File: src/rtl/game_sequencer.sv
// game_sequencer
//   Top-level game-flow controller for space_invaders. Owns the game state
//   machine (IDLE, START countdown, PLAY, HIT freeze, OVER, WIN). During PLAY
//   each frame pulse launches a serialized sequence of one-cycle update
//   strobes: player, laser, invader (when the divider is due) and collision.
//   The last phase of the sequence evaluates landing, hit and wave clear.
//   All datapath activity is frozen outside PLAY.
//
// Optional feature:
//   SPEEDUP_EN - when defined, the invader step period shrinks as invaders
//                die. The popcount of the alive mask selects the period.
//                When undefined, the period is the constant INVADER_PERIOD.
//
// Ports:
//   clk              in  1   system clock
//   rst              in  1   asynchronous active-low reset
//   frame            in  1   one-cycle pulse per video frame
//   shoot            in  1   debounced shoot button (level)
//   player_collision in  1   one-cycle pulse, player hit
//   invaders         in  55  alive mask, 1 = alive
//   invaders_bottom  in  10  y of the lowest alive invader row
//   lives            in  2   remaining lives
//   state            out 3   IDLE=0 START=1 PLAY=2 HIT=3 OVER=4 WIN=5
//   player_en        out 1   player update strobe
//   laser_en         out 1   laser update strobe
//   invader_en       out 1   invader step strobe
//   collide_en       out 1   collision update strobe
//   game_rst         out 1   one-cycle reinit pulse for sprites, lives, score
module game_sequencer #(
  parameter int unsigned START_FRAMES   = 120,
  parameter int unsigned HIT_FRAMES     = 90,
  parameter int unsigned INVADER_PERIOD = 32,
  parameter logic [9:0]  LAND_Y         = 10'd440
) (
  input  logic        clk,
  input  logic        rst,
  input  logic        frame,
  input  logic        shoot,
  input  logic        player_collision,
  input  logic [54:0] invaders,
  input  logic [9:0]  invaders_bottom,
  input  logic [1:0]  lives,
  output logic [2:0]  state,
  output logic        player_en,
  output logic        laser_en,
  output logic        invader_en,
  output logic        collide_en,
  output logic        game_rst
);

  localparam logic [2:0] S_IDLE  = 3'd0;
  localparam logic [2:0] S_START = 3'd1;
  localparam logic [2:0] S_PLAY  = 3'd2;
  localparam logic [2:0] S_HIT   = 3'd3;
  localparam logic [2:0] S_OVER  = 3'd4;
  localparam logic [2:0] S_WIN   = 3'd5;

  // The count compares against N-1 on the frame pulse, so the transition
  // lands in the cycle right after the N-th pulse.
  localparam logic [7:0] START_LAST  = 8'(START_FRAMES - 1);
  localparam logic [7:0] HIT_LAST    = 8'(HIT_FRAMES - 1);
  localparam logic [7:0] PERIOD_FULL = 8'(INVADER_PERIOD);

  logic [2:0] state_q, state_d;
  logic [2:0] phase_q, phase_d;
  logic [7:0] div_q, div_d;
  logic [7:0] period_q, period_d;
  logic [7:0] frame_cnt_q, frame_cnt_d;
  logic       hit_pend_q, hit_pend_d;
  logic       shoot_q;
  logic       player_en_q, player_en_d;
  logic       laser_en_q, laser_en_d;
  logic       invader_en_q, invader_en_d;
  logic       collide_en_q, collide_en_d;
  logic       game_rst_q, game_rst_d;

  logic       press_s;
  logic [7:0] frame_cnt_inc_s;
  logic [7:0] period_sel_s;

`ifdef SPEEDUP_EN
  // Number of alive invaders in the 55-entry mask.
  function automatic logic [5:0] popcount55(input logic [54:0] v);
    logic [5:0] c;
    c = 6'd0;
    for (int i = 0; i < 55; i++) begin
      c = c + 6'(v[i]);
    end
    return c;
  endfunction

  // Fewer survivors march faster.
  function automatic logic [7:0] speed_period(input logic [5:0] alive);
    logic [7:0] p;
    if (alive >= 6'd40) begin
      p = PERIOD_FULL;
    end else if (alive >= 6'd20) begin
      p = PERIOD_FULL >> 1;
    end else if (alive >= 6'd5) begin
      p = PERIOD_FULL >> 2;
    end else begin
      p = 8'd1;
    end
    return p;
  endfunction

  assign period_sel_s = speed_period(popcount55(invaders));
`else
  assign period_sel_s = PERIOD_FULL;
`endif

  assign press_s         = shoot & ~shoot_q;
  assign frame_cnt_inc_s = (frame_cnt_q == 8'hFF) ? frame_cnt_q : frame_cnt_q + 8'd1;

  // Next-state logic for the game FSM, frame phase sequencer and strobes.
  always_comb begin
    state_d      = state_q;
    phase_d      = phase_q;
    div_d        = div_q;
    period_d     = period_q;
    frame_cnt_d  = frame_cnt_q;
    hit_pend_d   = hit_pend_q;
    player_en_d  = 1'b0;
    laser_en_d   = 1'b0;
    invader_en_d = 1'b0;
    collide_en_d = 1'b0;
    game_rst_d   = 1'b0;

    case (state_q)
      S_IDLE, S_OVER, S_WIN: begin
        if (press_s) begin
          game_rst_d = 1'b1;
          state_d    = S_START;
        end else begin
          state_d = state_q;
        end
      end

      S_START: begin
        if (frame) begin
          if (frame_cnt_q == START_LAST) begin
            state_d    = S_PLAY;
            phase_d    = 3'd0;
            div_d      = 8'd0;
            period_d   = period_sel_s;
            hit_pend_d = 1'b0;
          end else begin
            frame_cnt_d = frame_cnt_inc_s;
          end
        end else begin
          frame_cnt_d = frame_cnt_q;
        end
      end

      S_PLAY: begin
        if (player_collision) begin
          hit_pend_d = 1'b1;
        end else begin
          hit_pend_d = hit_pend_q;
        end
        // Each case arm raises the strobe that is visible during the next phase.
        case (phase_q)
          3'd0: begin
            if (frame) begin
              phase_d     = 3'd1;
              player_en_d = 1'b1;
            end else begin
              phase_d = 3'd0;
            end
          end
          3'd1: begin
            phase_d    = 3'd2;
            laser_en_d = 1'b1;
          end
          3'd2: begin
            phase_d = 3'd3;
            if (div_q == period_q - 8'd1) begin
              invader_en_d = 1'b1;
              div_d        = 8'd0;
              period_d     = period_sel_s;
            end else begin
              div_d = div_q + 8'd1;
            end
          end
          3'd3: begin
            phase_d      = 3'd4;
            collide_en_d = 1'b1;
          end
          3'd4: begin
            phase_d = 3'd5;
          end
          3'd5: begin
            // A collision pulse in this very cycle still counts as a hit.
            phase_d    = 3'd0;
            hit_pend_d = 1'b0;
            if (invaders_bottom >= LAND_Y) begin
              state_d = S_OVER;
            end else if (hit_pend_q | player_collision) begin
              state_d = S_HIT;
            end else if (invaders == 55'd0) begin
              state_d = S_WIN;
            end else begin
              state_d = S_PLAY;
            end
          end
          default: begin
            phase_d = 3'd0;
          end
        endcase
      end

      S_HIT: begin
        if (frame) begin
          if (frame_cnt_q == HIT_LAST) begin
            phase_d = 3'd0;
            if (lives == 2'd0) begin
              state_d = S_OVER;
            end else begin
              state_d = S_PLAY;
            end
          end else begin
            frame_cnt_d = frame_cnt_inc_s;
          end
        end else begin
          frame_cnt_d = frame_cnt_q;
        end
      end

      default: begin
        state_d = S_IDLE;
        phase_d = 3'd0;
      end
    endcase

    // Every state entry restarts the frame count.
    if (state_d != state_q) begin
      frame_cnt_d = 8'd0;
    end else begin
      frame_cnt_d = frame_cnt_d;
    end
  end

  // State, counters and registered outputs.
  always_ff @(posedge clk or negedge rst) begin
    if (!rst) begin
      state_q      <= S_IDLE;
      phase_q      <= 3'd0;
      div_q        <= 8'd0;
      period_q     <= PERIOD_FULL;
      frame_cnt_q  <= 8'd0;
      hit_pend_q   <= 1'b0;
      shoot_q      <= 1'b0;
      player_en_q  <= 1'b0;
      laser_en_q   <= 1'b0;
      invader_en_q <= 1'b0;
      collide_en_q <= 1'b0;
      game_rst_q   <= 1'b0;
    end else begin
      state_q      <= state_d;
      phase_q      <= phase_d;
      div_q        <= div_d;
      period_q     <= period_d;
      frame_cnt_q  <= frame_cnt_d;
      hit_pend_q   <= hit_pend_d;
      shoot_q      <= shoot;
      player_en_q  <= player_en_d;
      laser_en_q   <= laser_en_d;
      invader_en_q <= invader_en_d;
      collide_en_q <= collide_en_d;
      game_rst_q   <= game_rst_d;
    end
  end

  assign state      = state_q;
  assign player_en  = player_en_q;
  assign laser_en   = laser_en_q;
  assign invader_en = invader_en_q;
  assign collide_en = collide_en_q;
  assign game_rst   = game_rst_q;

endmodule

File: config.mk
export PLATFORM = sky130hd
export DESIGN_NAME = game_sequencer
export DESIGN_NICKNAME = d
export VERILOG_FILES = /design/src/rtl/game_sequencer.sv
export SDC_FILE = /design/constraint.sdc
export NUM_CORES = 1
export LEC_CHECK = 0
export CAP_MARGIN = 25
export CORE_MARGIN = 5
export CORE_UTILIZATION = 28
export CTS_CLUSTER_DIAMETER = 80
export CTS_CLUSTER_SIZE = 24
export DETAILED_ROUTE_END_ITERATION = 12
export PLACE_DENSITY_LB_ADDON = 0.05
export RECOVER_POWER = 100
export SLEW_MARGIN = 20
export SYNTH_ARGS = -nofsm -noshare
export SYNTH_HDL_FRONTEND = slang
export SYNTH_SLANG_ARGS = --single-unit
export TNS_END_PERCENT = 1
File: constraint.sdc
create_clock -name clk -period 2.1 [get_ports clk]
set_input_delay 0.63 -clock clk [delete_from_list [all_inputs] [get_ports clk]]
set_output_delay 0.63 -clock clk [all_outputs]
set_load 0.005 [all_outputs]
======== After elaboration in Yosys (flattened, before gate mapping) ========
Cells that the tools add are included.
word-level totals
  flip-flop bits (word level) ............. 37
  bits in latches ......................... 0
  bits in writable memories ............... 0
  ROM bits ................................ 0
  bits of input ports ..................... 72
  word-level logic and storage cells ...... 110
  memories ................................ 0
operators by class
  add/sub/neg operators ................... 3
  $mul .................................... 0
  divide/modulo/power cells ............... 0
  order comparisons ....................... 1
  equal/unequal tests ..................... 26
  shift operators ......................... 0
  muxes and demuxes ....................... 52
  bitwise logic cells ..................... 4
  reduce and logical (&&, ||, !) cells .... 12
operators with widths
  cell                                                                                  number
  8-bit 2-to-1 mux                                                                      14
  55-bit logical NOT                                                                    1
  8-bit case mux with 2 select lines                                                    3
  3-bit 2-to-1 mux                                                                      14
  3-bit case mux with 4 select lines                                                    2
  1-bit 2-to-1 mux                                                                      17
  8-bit by 1-bit adder with 8-bit output, second input constant                         2
  8-bit by 7-bit equality test with 1-bit output, second input constant                 2
  3-bit != test, second input constant                                                  5
  3-bit case mux with 5 select lines                                                    1
  5-bit AND reduction                                                                   3
  3-bit by 2-bit equality test with 1-bit output, second input constant                 4
  3-bit equality test, second input constant                                            4
  10-bit by 9-bit greater-or-equal comparator with 1-bit output, second input constant  1
  2-bit != test, second input constant                                                  5
  8-bit equality test                                                                   1
  8-bit equality test, second input constant                                            1
  4-bit AND reduction                                                                   2
  8-bit by 1-bit subtractor with 8-bit output, second input constant                    1
  3-bit by 1-bit equality test with 1-bit output, second input constant                 2
  3-bit logical NOT                                                                     2
  3-bit != test                                                                         1
  3-bit nonzero test                                                                    1
  3-bit OR reduction                                                                    1
  7 further kinds                                                                       8

======== Longest topological paths before layout ========
Gate-level depths: netlist of the first run.
  depth in word-level cells ............... 9
  gate-level depth with buffers ........... 8
  mapped depth without buffers ............ 7

======== Worst setup path before layout of the first run ========
OpenSTA, ideal clock, no wires.
  path type ............................... input-to-reg
  from .................................... input port invaders[26]
  to ...................................... register state_q[1], in the netlist state[1]
  setup time .............................. 129 ps
  data arrival time ....................... 1935 ps
  setup slack ............................. 37 ps
  stages .................................. 5
  buffers on the path ..................... 0
  path through ............................ nor4_1 nand4_1 nor4_1 a21oi_1 a2111o_1
on the way
  word-level cells in the longest chain between the ends .. 6
ends and longest elaborated chain
  what                                RTL line  source
  start: declaration                  40        input logic [54:0] invaders,
  55-bit logical NOT                  200       end else if (invaders == 55'd0) begin
  3-bit 2-to-1 mux                    200
  3-bit 2-to-1 mux                    198       end else if (hit_pend_q | player_collision) begin
  3-bit 2-to-1 mux                    196       if (invaders_bottom >= LAND_Y) begin
  3-bit 2-to-1 mux                    162       case (phase_q)
  3-bit case mux with 4 select lines  129       case (state_q)
  via state_d[1]                      64        logic [2:0] state_q, state_d;
  end signal: assignment              259       state_q <= state_d;
  end: declaration                    64
The timed path passes the listed nets, and every way through them passes these cells.
A chain may end at the register's enable or synchronous reset.

======== Final worst setup path of the first run ========
  from .................................... input port lives[0]
  to ...................................... register frame_cnt_q[3]
on the way
  word-level cells in the longest chain between the ends .. 8
  elaborated cells on any way between the ends .. 13
  classes of those cells .................. eq/ne (5); mux (5); reduce/logical (3)
ends and longest elaborated chain
  what                                                                         RTL line  source
  start: declaration                                                           42        input logic [1:0] lives,
  2-bit logical NOT *                                                          216       if (lives == 2'd0) begin
  3-bit 2-to-1 mux *                                                           216
  3-bit 2-to-1 mux *                                                           214       if (frame_cnt_q == HIT_LAST) begin
  3-bit 2-to-1 mux *                                                           213       if (frame) begin
  3-bit case mux with 4 select lines *                                         129
  3-bit != test *                                                              236       if (state_d != state_q) begin
  3-bit != test (no source line) / 3-bit nonzero test (equally long branches)  -
  5-bit AND reduction (no source line)                                         -
  end signal: assignment                                                       263       frame_cnt_q <= frame_cnt_d;
  end: declaration                                                             68        logic [7:0] frame_cnt_q, frame_cnt_d;
Every way passes the cells marked *; elsewhere a longest branch is shown, timed or not.

==> results of run 1 <==
[logic make-up (layout without fill, tap and decap cells)]
logic type      after synthesis  after routing  synth area share
compound gates               36             36             0.138
xor+xnor                      9              9            0.0436
fa+ha+maj                     3              3            0.0208
buf+inv                      11            114            0.0298
flops                        29             29             0.401
simple gates                111            111             0.366
[power by group through the flow]
stage          clock network (mW)  registers (mW)  logic, mW
6_report                    0.436           0.884      0.809
5_1_grt                     0.478           0.915      0.898
4_1_cts                     0.462           0.887      0.831
3_5_place_dp                    0           0.897      0.822
3_3_place_gp                    0           0.895      0.819
2_1_floorplan                   0           0.790      0.546
[registers in the layout (all words and copies together), names as in the netlist]
| register | count |
|---|---|
| div_q | 8 |
| laser_en | 1 |
| game_rst | 1 |
| frame_cnt_q | 8 |
| hit_pend_q | 1 |
| phase_q | 3 |
| state | 3 |
| collide_en | 1 |
| shoot_q | 1 |
| invader_en | 1 |
| player_en | 1 |
[final timing paths]
kind | endpoint | slack (ps) | cells after the start
min | div_q[7] | 520 | 1
max reg2reg | div_q[7] | 190 | 7
max | frame_cnt_q[3] | 50 | 7
min in group asynchronous | frame_cnt_q[0] | 950 | 2
min reg2reg | div_q[7] | 520 | 1
max in group asynchronous | frame_cnt_q[4] | 670 | 2
[cell usage in the layout, fill, tap and decap left out, types with 4 or more instances in the layout]
cell	n
xnor2_1	8
nand3_1	6
clkdlybuf4s50_1	19
dlygate4sd3_1	7
buf_4	21
nor3_1	14
nand3b_1	4
dlymetal6s2s_1	26
nand4_1	6
dfrtp_1	29
nor2_1	20
clkbuf_8	5
nand2_1	15
o21ai_0	11
dlygate4sd2_1	21
and3_1	5
nor4_2	13
[routing by layer]
layer,share of wire,global-route usage,vias to the layer above
li1,-,-,958
met1,0.46,0.192,894
met2,0.47,0.227,59
met3,0.057,0.0400,7
met4,0.011,0.0409,0
met5,0,0,-
[critical path: stages]
cell	delay, ps
clkdlybuf4s50_1	390
or3b_4	420
nor4_4	300
o21ai_1	90
nand4bb_1	160
buf_4	160
nor3_1	50
[stage by stage]
| stage | TNS, ps | setup slack [ps] | hold slack (ps) |
|---|---|---|---|
| after floorplan | 0 | 36.6 | 334 |
| after global placement | -7420 | -533 | 506 |
| after detailed placement | -7120 | -516 | 502 |
| after CTS | -10.8 | -8.85 | 519 |
| after global routing | -8.20 | -8.20 | 549 |
| final | 0 | 48.9 | 518 |
[repair_timing]
item                                   CTS  global route
gates resized for setup                 38            37
pin swaps                               14            22
buffers inserted                         1             1
endpoints found under the hold margin    0             0
setup endpoints to repair               14            10
[cell type report]
cell class | instances | area, µm² | share of cell area
inverters | 3 | 11.3 | 0.00367
multi-input cells | 159 | 1140 | 0.373
flip-flops and latches | 29 | 726 | 0.237
clock buffers | 6 | 72.6 | 0.0237
well taps | 77 | 96.3 | 0.0314
repair buffers | 103 | 1010 | 0.328
clock inverters | 2 | 10.0 | 0.00327
==> results.json, run 1 <==
{
  "status": "completed",
  "routedWlPerCell_um": 15.7,
  "worst_skew_pair.late_latency_ps": 280,
  "yosysTopAreaCellShare": 0.401,
  "grtUsageTotal": 0.144,
  "fp.dieW_um": 90.4,
  "power_mw": 2.13,
  "io_buffer_count": 76,
  "yosysMostFrequentCell": "dfrtp_1",
  "cp.arrival_ps": 2210,
  "fin_skew_ps": 6.37,
  "relSlewSlack": 0.504,
  "ios": 80,
  "grt_pass1_vias": 1873,
  "cp-startpoint": "lives[0]",
  "setup_viol": 0,
  "switching_share": 0.362,
  "overflow": 0,
  "final_nets": 376,
  "ir_worst_vdd_uv": 394,
  "fin_area_um2": 3060,
  "drive_above_1_share": 0.195,
  "clk_pin_slew_ps": 60,
  "stdcell_count": 379,
  "reg2reg_from": "frame_cnt_q[0]",
  "syn2layout_area_growth_pct": 69.5,
  "p_leak_nw": 1.46,
  "pwr-share-seq": 0.415,
  "final.period_utilization": 0.977,
  "fmax_mhz": 488,
  "htree_levels": 2,
  "finalWeightedCongestion": 0.809,
  "powerDensity_nw_per_um2": 695,
  "nFillCells": 610,
  "hold_buffers": 0,
  "cts.sinks": 29,
  "drt-total-wl_mm": 5.97,
  "initialDrtViolationCount": 74,
  "yosys-top-cells-count": "dfrtp_1 (29), nor2_1 (19), nor4_1 (17)",
  "ys_types": 48,
  "coreArea_um2": 6310,
  "min_path_type": "reg2reg",
  "start_util": 0.286,
  "cp.required_ps": 2260,
  "yosys_warnings": 0,
  "maxSlewViolCount": 0,
  "synthCells": 199,
  "num_rows": 29,
  "avgViaCountPerCell": 5.06,
  "first_pass_iters": 4,
  "dieHeight_um": 90.4,
  "placed_cell_area_um2": 2820,
  "syn_area_um2": 1810,
  "syn_area_per_cell_um2": 9.09,
  "p_clk_frac": 0.205,
  "cts-root-buf": "clkbuf_8",
  "cts_tree": "built",
  "final.min_clock_period_ps": 2050,
  "cap_violations": 0,
  "dp_hpwl_mm": 4.67,
  "die_area_um2": 8160,
  "power.switching_uw": 771,
  "dp_cells": 369,
  "crit_type": "in2reg",
  "netlist_top_cells_area": "dfrtp_1 (40%), nor4_1 (5.9%), nor3_1 (4.4%)",
  "synth-main-ff-cell": "dfrtp_1",
  "drtAntennaViolNets": 0,
  "async_flop_share": 1.00,
  "ys_seq_area_frac": 0.401,
  "vias": 1918,
  "yosys.area.top_type": "dfrtp_1",
  "grt_pass1_wl_mm": 9.72,
  "ys_seq_elements": 29,
  "num_antenna_cells": 0,
  "syn_nets": 274,
  "cell_internal_pwr_mw": 1.36,
  "hold_path_startpoint": "div_q[7]",
  "synth_edf_count": 0,
  "cts_buffer_depth": 2,
  "fin_util": 0.485,
  "start_kind": "input pin",
  "grt_max_degree": 30,
  "cp-end-kind": "flop",
  "combPwrFrac": 0.380,
  "tightest_slew_ps": 744,
  "cts_buffers": 5,
  "antenna_found_initial": 0,
  "drc": 0,
  "finalHoldViolations": 0,
  "cp_max_fo": 5
}
(Power assumes the default switching activity.)
==> run 2, diff against run 1 <==
Settings changed: SLEW_MARGIN 20 to default.
==> results of run 2 <==
Same layout as run 1: the final DEF is identical, and so are final timing and power.
==> variant 1: new RTL, settings of run 2 <==
Reset style: synchronous (`rst`), changed in one clocked block. Comments in the files are not updated.
--- a/src/rtl/game_sequencer.sv
+++ b/src/rtl/game_sequencer.sv
@@ -242,5 +242,5 @@
 
   // State, counters and registered outputs.
-  always_ff @(posedge clk or negedge rst) begin
+  always_ff @(posedge clk) begin
     if (!rst) begin
       state_q      <= S_IDLE;
Behaviour: differs if rst is asserted again (counterexample within 4 cycles, from zero or initial values and one cycle with rst low); with rst held inactive, the same outputs for 10 cycles.
==> variant 1 against run 2 <==
- global-route usage increased by 1.1 points
- non-clock buffer count grew 8
- critical path depth grew 1
- setup slack lost 4.0 ps
- routed wire length is essentially flat
- synthesized area down 5.1%
- sequential cell count stayed put
- cell area down 1.8%
Power is not compared: it rests on default switching activity, and its combinational part moved more than twofold at a synthesized area within 25%.
==> variant 1: results (changes against run 2) <==
----------------------------------------------------
[Yosys]
  Synthesized area per cell ... 8.214 µm² (was 9.085 µm²)
  Sequential cell area fraction in the yosys report ... 0.3382 (was 0.4014)
  Proportion of synthesized flip-flops having asynchronous set or reset ... 0 (was 1.000)
  Adder and majority cell fraction of the synthesized area ... 0.02187 (was 0.02076)
  Top cells by count, synth ... 29 x sky130_fd_sc_hd__dfxtp_1, 20 x sky130_fd_sc_hd__nor2_1, 17 x sky130_fd_sc_hd__nand3_1 (was 29 x sky130_fd_sc_hd__dfrtp_1, 19 x sky130_fd_sc_hd__nor2_1, 17 x sky130_fd_sc_hd__nor4_1)
  Complex-gate fraction of the synthesized area ... 0.1538 (was 0.1384)
  Synthesized Nets ... 284 (was 274)

[Place]
  HPWL after DPL ... 4579 µm (was 4671 µm)
  Dpl cells ... 384 (was 369)
  Pre-CTS WS ... -627.5 ps (was -515.8 ps)
  Routability congestion estimate from global placement ... 0.7645 (was 0.8093)
  Area of placed instances ... 2754 µm² (was 2823 µm²)

[Worst setup path]
  Flop2flop setup slack ... 110 ps (was 190 ps)
  Critical-path maximum fanout ... 8 (was 5)

[Worst hold path]
  Source of the worst hold timing path ... div_q[2]$_SDFFE_PN0P_ (was div_q[7]$_DFFE_PN0P_)

[Power and ir drop]
  Final total power ... 1.274 mW

[Layout]
  Layout area overhead ... 75.36% (was 69.48%)
  Fill cell count ... 622 (was 610)

[Route]
  Final wirelength ... 5967 µm (was 5968 µm)
  DRT iter0 DRCs ... 62 (was 74)

[Global route]
  Pin count of the biggest net entering global routing ... 20 (was 30)
  Via count of the first global-routing pass ... 1,886 (was 1,873)
  Total routing resource utilization after global routing ... 0.1546 (was 0.1440)

[STA]
  Tcrit/Tclk final ... 0.9786 (was 0.9767)
  Worst hold-check slack ... 539.9 ps (was 518.2 ps)
  Pin slew with the least headroom to its limit ... 434.8 ps (was 743.7 ps)

[Status]
  Result of the run ... finished, final reports clean (unchanged)

----------------------------------------------------
variant 1: changes by cell type after synthesis, moves of 5 or more:
cell and change:
sky130_fd_sc_hd__xnor2_1 -6, sky130_fd_sc_hd__dfxtp_1 +29, sky130_fd_sc_hd__dfrtp_1 -29, sky130_fd_sc_hd__nand3_1 +11
sky130_fd_sc_hd__nand2_1 -5, sky130_fd_sc_hd__and2_1 +5, sky130_fd_sc_hd__xor2_1 +6
variant 1: final timing paths:
kind	endpoint	depth (start not counted)
min	div_q[2]$_SDFFE_PN0P_	2
max reg2reg	div_q[5]$_SDFFE_PN0P_	8
max	frame_cnt_q[6]$_SDFFE_PP0P_	8
min reg2reg	div_q[2]$_SDFFE_PN0P_	2
variant 1: critical path, cell delays in order:
cell	delay [ps]
sky130_fd_sc_hd__clkdlybuf4s50_1	450
sky130_fd_sc_hd__a31oi_1	120
sky130_fd_sc_hd__o2111ai_2	310
sky130_fd_sc_hd__o221ai_2	160
sky130_fd_sc_hd__a21oi_2	190
sky130_fd_sc_hd__xnor2_2	130
sky130_fd_sc_hd__buf_4	180
sky130_fd_sc_hd__nor2_1	50
variant 1: routing by layer:
layer  global-route usage  vias to the layer above  wire length, µm
li1                     -                     1008                -
met1               0.2051                      910             2847
met2               0.2529                       47             2729
met3              0.03724                        7              329
met4              0.03846                        0               61
met5                    0                        -                0
variant 1: layout make-up:
class	count	share of cell area
flip-flops and latches	29	0.1941
inverters	6	0.007481
clock inverters	1	0.001663
well taps	75	0.03117
clock buffers	7	0.03200
multi-input cells	167	0.4102
repair buffers	111	0.3234
variant 1: timing repair:
item | 4_1_cts | 5_1_grt
pin swaps | 25 | 18
setup endpoints to repair | 19 | 14
setup buffers | 3 | 1
gates resized for setup | 67 | 28
endpoints found under the hold margin | 0 | 0
gates cloned | 0 | 0
==> variant 2: new RTL, settings of run 2 <==
Made on the original files. The option `SPEEDUP_EN` is turned on by a define.
--- a/src/rtl/game_sequencer.sv
+++ b/src/rtl/game_sequencer.sv
@@ -27,4 +27,6 @@
 //   collide_en       out 1   collision update strobe
 //   game_rst         out 1   one-cycle reinit pulse for sprites, lives, score
+`define SPEEDUP_EN
+
 module game_sequencer #(
   parameter int unsigned START_FRAMES   = 120,
Behaviour: same outputs for any inputs over 10 cycles, from zero or initial values and one cycle with rst low; that may be too few to reach the edited logic, so the function may still have changed.
==> variant 2 against run 2 <==
- the run now ends with negative setup slack left
- synthesized area up 100%
- fmax decreased by 64%
- sequential cell count increased by 4
- setup slack worse by 3700 ps
- sequential power fell by 4.6%
- count of clock-buffer cells in the layout unchanged
- power grew to 4.6 times the old value
- clock power up 65%
- cell count increased by 91%
- cell area is 82% higher
- routed wire length is 76% higher
- critical path depth grew 12
- non-clock buffer count rose by 55
==> variant 2: results (changes against run 2) <==
----------------------------------------------------
[Global route]
  Global-route wire length before repair ... 17,550 µm (was 9722 µm)
  Grt met1 use ... 0.1861 (was 0.1919)
  Via count of the first global-routing pass ... 3,508 (was 1,873)

[STA]
  Final Worst Setup Slack ... -3634 ps (was 48.87 ps)
  Final setup violating endpoints ... 18 (was 0)
  Total negative slack for setup checks ... -17,380 ps (was 0 ps)

[Route]
  DRT iter0 DRCs ... 138 (was 74)
  Met2 WL ... 5139 µm (was 2805 µm)
  Top sig layer ... met5 (was met4)

[Status]
  Result of the run ... finished with violations (was finished, final reports clean)
  Failing checks ... negative setup slack

[Worst setup path]
  Critical path's largest stage delay ... 570 ps (was 420 ps)
  Crit path max-delay cell type ... sky130_fd_sc_hd__fa_1 (was sky130_fd_sc_hd__or3b_4)
  Family with the most delay on the worst path ... adder cells (was simple AND/OR/NAND/NOR gates)

[Layout]
  Multi-input gate area in the final layout ... 2633 µm² (was 1142 µm²)
  Ratio of cells with drive above 1 in the final layout ... 0.2609 (was 0.1954)
  Number of sequential storage elements ... 33 (was 29)
  Count of plain and timing-repair buffers in the layout ... 158 (was 103)
  Clock buffers and inverters, area share ... 0.02491 (was 0.02695)
  Multi-Input Combinational ... 267 (was 159)
  Layout Nets ... 685 (was 376)
  Non-filler instance count after layout ... 724 (was 379)

[Yosys]
  Complex-gate fraction of the synthesized area ... 0.1167 (was 0.1384)
  Sequential cell area fraction in the yosys report ... 0.2282 (was 0.4014)
  Top cells by count, synth ... 86 x sky130_fd_sc_hd__inv_1, 45 x sky130_fd_sc_hd__fa_1, 32 x sky130_fd_sc_hd__dfrtp_1 (was 29 x sky130_fd_sc_hd__dfrtp_1, 19 x sky130_fd_sc_hd__nor2_1, 17 x sky130_fd_sc_hd__nor4_1)
  Adder and majority cell fraction of the synthesized area ... 0.3073 (was 0.02076)
  Post-synthesis cell count ... 395 (was 199)

[Place]
  Area of placed instances ... 5206 µm² (was 2823 µm²)
  Pre-CTS WS ... -4232 ps (was -515.8 ps)
  Routability congestion estimate from global placement ... 0.8816 (was 0.8093)

[Power and ir drop]
  Maximum vdd ir drop ... 1.959 mV (was 0.3937 mV)
  Clock-net power ... 718 µW (was 436 µW)
  Cell area power density ... 1763 nW/µm² (was 694.7 nW/µm²)

[Clocking]
  Buffer count from post-CTS setup fixing ... 0 (was 1)

----------------------------------------------------
variant 2: final timing paths:
| check | end | slack, ps | depth (start not counted) | start |
|---|---|---|---|---|
| worst max-delay path | period_q[3]$_DFFE_PN0P_ | -3630 | 19 | invaders[23] |
| worst min-delay path | div_q[0]$_DFFE_PN0P_ | 560 | 2 | div_q[0]$_DFFE_PN0P_ |
| worst max register to register | period_q[3]$_DFFE_PN0P_ | -70 | 7 | period_q[5]$_DFFE_PN1P_ |
| worst min register to register | div_q[0]$_DFFE_PN0P_ | 560 | 2 | div_q[0]$_DFFE_PN0P_ |
| max in group asynchronous | state[1]$_DFF_PN0_ | 550 | 2 | rst |
| min in group asynchronous | frame_cnt_q[2]$_DFFE_PN0P_ | 1000 | 2 | rst |
variant 2: repair_timing:
action,4_1_cts,5_1_grt
pin swaps,8,40
gates resized for setup,27,77
hold buffers,0,0
setup endpoints to repair,22,21
